$ cat src/rtl/instr_fetch_unit.sv
// instr_fetch_unit: fetch PC, instruction memory reads, prefetch FIFO and redirect flush
// for the 19-bit CPU front end.
module instr_fetch_unit #(
    parameter int WORD_SIZE = 19,
    parameter int ADDR_SIZE = 19,
    parameter int FIFO_DEPTH = 4,
    parameter logic [ADDR_SIZE-1:0] RESET_PC = '0
) (
    input  logic                           clk,
    input  logic                           reset_n,
    input  logic                           fetch_en,
    output logic                           imem_rd_en,
    output logic [ADDR_SIZE-1:0]           imem_addr,
    input  logic [WORD_SIZE-1:0]           imem_rdata,
    input  logic                           imem_rvalid,
    input  logic                           redirect,
    input  logic [ADDR_SIZE-1:0]           redirect_pc,
    output logic [WORD_SIZE-1:0]           instr,
    output logic [ADDR_SIZE-1:0]           instr_pc,
    output logic                           instr_valid,
    input  logic                           instr_ready,
    output logic [$clog2(FIFO_DEPTH):0]    fifo_count
);
    localparam int PW = $clog2(FIFO_DEPTH);
    localparam int CW = PW + 1;

    typedef enum logic [1:0] {IDLE, RUN, FLUSH} state_t;

    state_t               state;
    logic [ADDR_SIZE-1:0] pc;
    logic [ADDR_SIZE-1:0] inflight_pc;
    logic                 inflight;
    logic                 drop;
    logic [WORD_SIZE-1:0] word_mem [FIFO_DEPTH];
    logic [ADDR_SIZE-1:0] pc_mem [FIFO_DEPTH];
    logic [PW-1:0]        rd_ptr;
    logic [PW-1:0]        wr_ptr;
    logic [CW-1:0]        count;
    logic [CW:0]          used;
    logic                 issue;
    logic                 push;
    logic                 pop;

    // An outstanding read holds a FIFO credit so its response always has room.
    assign used  = {1'b0, count} + (CW+1)'(inflight);
    assign issue = state == RUN && fetch_en && !redirect && used < (CW+1)'(FIFO_DEPTH);
    assign push  = imem_rvalid && !drop && !redirect;
    assign pop   = instr_valid && instr_ready && !redirect;

    assign imem_rd_en  = issue;
    assign imem_addr   = issue ? pc : '0;
    assign instr_valid = count != '0;
    assign instr       = instr_valid ? word_mem[rd_ptr] : '0;
    assign instr_pc    = instr_valid ? pc_mem[rd_ptr] : '0;
    assign fifo_count  = count;

    always_ff @(posedge clk or negedge reset_n) begin
        if (!reset_n) begin
            state       <= IDLE;
            pc          <= RESET_PC;
            inflight    <= 1'b0;
            inflight_pc <= '0;
            drop        <= 1'b0;
            rd_ptr      <= '0;
            wr_ptr      <= '0;
            count       <= '0;
        end else begin
            state    <= redirect ? FLUSH : (fetch_en ? RUN : IDLE);
            inflight <= issue ? 1'b1 : (imem_rvalid ? 1'b0 : inflight);
            // A response still outstanding past a redirect belongs to the old stream.
            drop     <= redirect ? (inflight && !imem_rvalid) : (imem_rvalid ? 1'b0 : drop);
            if (issue)
                inflight_pc <= pc;
            if (redirect) begin
                pc     <= redirect_pc;
                rd_ptr <= '0;
                wr_ptr <= '0;
                count  <= '0;
            end else begin
                pc     <= issue ? pc + ADDR_SIZE'(1) : pc;
                rd_ptr <= pop ? rd_ptr + PW'(1) : rd_ptr;
                wr_ptr <= push ? wr_ptr + PW'(1) : wr_ptr;
                count  <= count + CW'(push) - CW'(pop);
            end
        end
    end

    always_ff @(posedge clk) begin
        if (push) begin
            word_mem[wr_ptr] <= imem_rdata;
            pc_mem[wr_ptr]   <= inflight_pc;
        end
    end

    no_overflow: assert property (@(posedge clk) disable iff (!reset_n)
        !(push && count == CW'(FIFO_DEPTH)));

endmodule

$ cat config.mk
export PLATFORM = sky130hd
export DESIGN_NAME = instr_fetch_unit
export DESIGN_NICKNAME = d
export VERILOG_FILES = /design/src/rtl/instr_fetch_unit.sv
export SDC_FILE = /design/constraint.sdc
export NUM_CORES = 1
export LEC_CHECK = 0
export ABC_CLOCK_PERIOD_IN_PS = 2100
export CAP_MARGIN = 20
export CORE_MARGIN = 2
export CORE_UTILIZATION = 35
export DETAILED_ROUTE_END_ITERATION = 10
export PLACE_DENSITY = 0.68
export SLEW_MARGIN = 10
export SYNTH_ARGS = -nofsm -noshare
export SYNTH_HDL_FRONTEND = slang
export SYNTH_SLANG_ARGS = --single-unit
$ cat constraint.sdc
create_clock -name clk -period 2.1 [get_ports clk]
set_input_delay 0.315 -clock clk [delete_from_list [all_inputs] [get_ports clk]]
set_output_delay 0.315 -clock clk [all_outputs]
set_load 0.05 [all_outputs]
==> impl_metrics.json <==
{
  "status": "complete, but fails checks",
  "violations": "negative setup slack",
  "r2r_slack_ns": -0.14,
  "grtUsageTotal_pct": 15.8,
  "drc": 0,
  "ys_seq_elements": 201,
  "setup_ws_ns": -0.474,
  "syn_nets": 546,
  "yosysMostFrequentCell": "edfxtp_1",
  "synth_edf_count": 152,
  "fin_util_pct": 51.7,
  "relSlewSlack_pct": 62.8,
  "fin_nets": 730,
  "hold_violations": 0,
  "clockBufferDepth": 3,
  "die_area_mm2": 0.0250,
  "dieHeight_um": 158,
  "dp_slack_ns": -0.255,
  "synthArstFlopShare_pct": 24.4,
  "ios": 106,
  "crit_type": "reg2out",
  "setup_tns_ns": -18.64,
  "timing.rr.end": "pc[16]",
  "cts_root_buffer": "clkbuf_16",
  "antenna_left": 0,
  "worstSkewPairLatency_ns": 0.50,
  "period_share_pct": 123,
  "intPower_mw": 9.74,
  "vias": 5055,
  "arrival_ns": 2.26,
  "drt-initial-drc-count": 398,
  "drt_pass1_iterations": 5,
  "syn2layout_area_growth_pct": 45.6,
  "avgSynthCellArea_um2": 16.9,
  "dp_hpwl_um": 12600,
  "worstPathMaxFanout": 5,
  "p_sw_mw": 4.59,
  "worst_setup_path_end_kind": "output port",
  "synth_cell_type_count": 53,
  "grt_max_degree": 41,
  "r2r-start": "fifo_count[1]",
  "h-tree-depth": 1,
  "final_cells": 1012,
  "design_area_mm2": 0.0121,
  "required_ns": 1.78,
  "power_leakage_nw": 4.64,
  "setup_viol": 73,
  "diodes": 0,
  "synthCells": 493,
  "synth_area_mm2": 0.00831,
  "worst_hold_slack_ns": 0.332,
  "overflow": 0,
  "viasPerCell": 5.00,
  "critical_path.startpoint_type": "register",
  "drt-total-wl_um": 20500,
  "yosys.area.top_type_share_pct": 54.9,
  "clkSlewWorstSetupHoldPaths_ns": 0.06,
  "min_path_type": "in2async",
  "combinationalPowerShare_pct": 38.5,
  "max_freq_ghz": 0.389,
  "portBuffers": 105,
  "maxSlewViolCount": 0,
  "start_util_pct": 35.5,
  "row_count": 56,
  "grt_setup_unrepaired": "true",
  "peakVddDrop_mv": 0.511,
  "grt_pass1_wl_um": 30200,
  "tightest_slew_ns": 0.557,
  "wl_per_cell_um": 20.3,
  "cts_inserted_buffers": 22,
  "ys_warn_count": 0,
  "first_global_vias": 5483,
  "drv_cap": 0,
  "synth.largest_area_cell": "edfxtp_1",
  "antenna_found_initial": 1,
  "finClkSkew_ns": 0.00757,
  "die_w_um": 158,
  "clkPwrFrac_pct": 26.3,
  "place_congestion": 0.867,
  "synth_sequential_area_ratio_pct": 69.7,
  "ys_top_cells_by_area": "edfxtp_1, dfrtp_1, mux4_2, and2_1, a21o_1",
  "powerDensity_mw_per_mm2": 1180,
  "cts_tree": "built",
  "fin_crit_ns": 2.57,
  "seqPwrFrac_pct": 35.2,
  "coreArea_mm2": 0.0234,
  "p_sw_share_pct": 32.0,
  "dp.cells": 941,
  "r2r_cells": 10,
  "layout-drive-gt1-share_pct": 44.2,
  "dpl-instance-area_mm2": 0.0105,
  "clock-sinks": 201,
  "yosys-top-cells-count": "edfxtp_1, dfrtp_1, and2_1",
  "ys.flop_type": "edfxtp_1",
  "total_power_mw": 14.3
}
-- state kept, by name (all words and copies together) (netlist names), 2 cells and up --
signal / flops
rd_ptr: 2
pc: 19
state: 2
pc_mem: 76
wr_ptr: 2
word_mem: 76
inflight_pc: 19
fifo_count: 3
-- placed cells by master, fill, tap and decap left out, types with 5 or more instances in the layout --
| cell | Yosys | layout |
|---|---|---|
| nand3_1 | 9 | 9 |
| buf_6 | 4 | 33 |
| inv_1 | 12 | 9 |
| buf_12 | 0 | 53 |
| a221o_1 | 7 | 7 |
| clkdlybuf4s50_1 | 0 | 42 |
| o21ai_0 | 13 | 7 |
| ha_1 | 8 | 5 |
| a21o_1 | 25 | 25 |
| and2_4 | 0 | 38 |
| nand2_1 | 20 | 18 |
| edfxtp_1 | 152 | 152 |
| clkbuf_1 | 13 | 5 |
| buf_8 | 0 | 7 |
| mux4_2 | 38 | 38 |
| dfrtp_2 | 0 | 5 |
| dfrtp_1 | 49 | 44 |
| and3_4 | 0 | 14 |
| clkbuf_16 | 0 | 28 |
| buf_4 | 0 | 39 |
| nor2_1 | 16 | 11 |
| o21ai_1 | 1 | 5 |
-- what timing repair did --
action	in CTS	in global routing
endpoints found under the hold margin	21	0
pin swaps	7	24
cloned	3	6
gates resized for setup	107	46
setup endpoints to repair	71	89
hold buffers	1	0
buffers inserted	15	10
-- kinds of logic (layout without fill, tap and decap cells) --
group | count (synthesis) | after routing | share of synthesized area, %
adders and majority gates | 9 | 9 | 1.44
and+or+nand+nor | 132 | 132 | 9.29
AOI/OAI and AO/OA | 63 | 63 | 5.78
DFF | 201 | 201 | 69.7
muxes | 42 | 42 | 10.8
xor gates and xnor gates | 7 | 7 | 0.738
buffers and inverters | 39 | 239 | 2.26
-- worst max-delay path by stage --
stage             startpoint       endpoint  cells after the start
5_1_grt        fifo_count[1]  imem_addr[16]                      8
3_5_place_dp        redirect  fifo_count[2]                     10
6_report       fifo_count[1]   imem_addr[3]                      8
3_3_place_gp        redirect  fifo_count[1]                      9
2_1_floorplan  fifo_count[2]  fifo_count[1]                     10
4_1_cts        fifo_count[2]  imem_addr[15]                      8
-- layer usage --
metal	track usage (%)	vias up	routed length [um]
li1	-	2280	-
met2	27.6	173	10400
met3	3.28	28	1280
met5	0	-	13
met4	3.56	2	327
met1	20.2	2572	8500
-- critical path, cell delays in order (launching register included) --
cell and delay (ns):
dfrtp_2 0.41, buf_6 0.13, ha_4 0.15, o211ai_1 0.25, mux2_4 0.32, nand2_8 0.10
buf_12 0.15, nor2_4 0.12, buf_12 0.15
-- power by group through the flow --
| stage | sequential, mW | combinational (mW) | clock, mW |
|---|---|---|---|
| 6_report | 5.04 | 5.51 | 3.78 |
| 5_1_grt | 5.09 | 5.82 | 4.02 |
| 4_1_cts | 5.03 | 5.12 | 3.88 |
| 3_5_place_dp | 5.11 | 4.22 | 0 |
| 3_3_place_gp | 5.06 | 4.18 | 0 |
| 2_1_floorplan | 5.06 | 2.63 | 0 |
-- final cells by class --
type	count	area, um^2
sequential	201	5800
inverter	13	57.6
timing repair buffer	186	2470
clock buffer	28	594
tap	319	399
fill	1938	11300
clock inverter	12	114
multi-input combinational	253	2670
No activity file was read; power rests on OpenSTA's default activity.
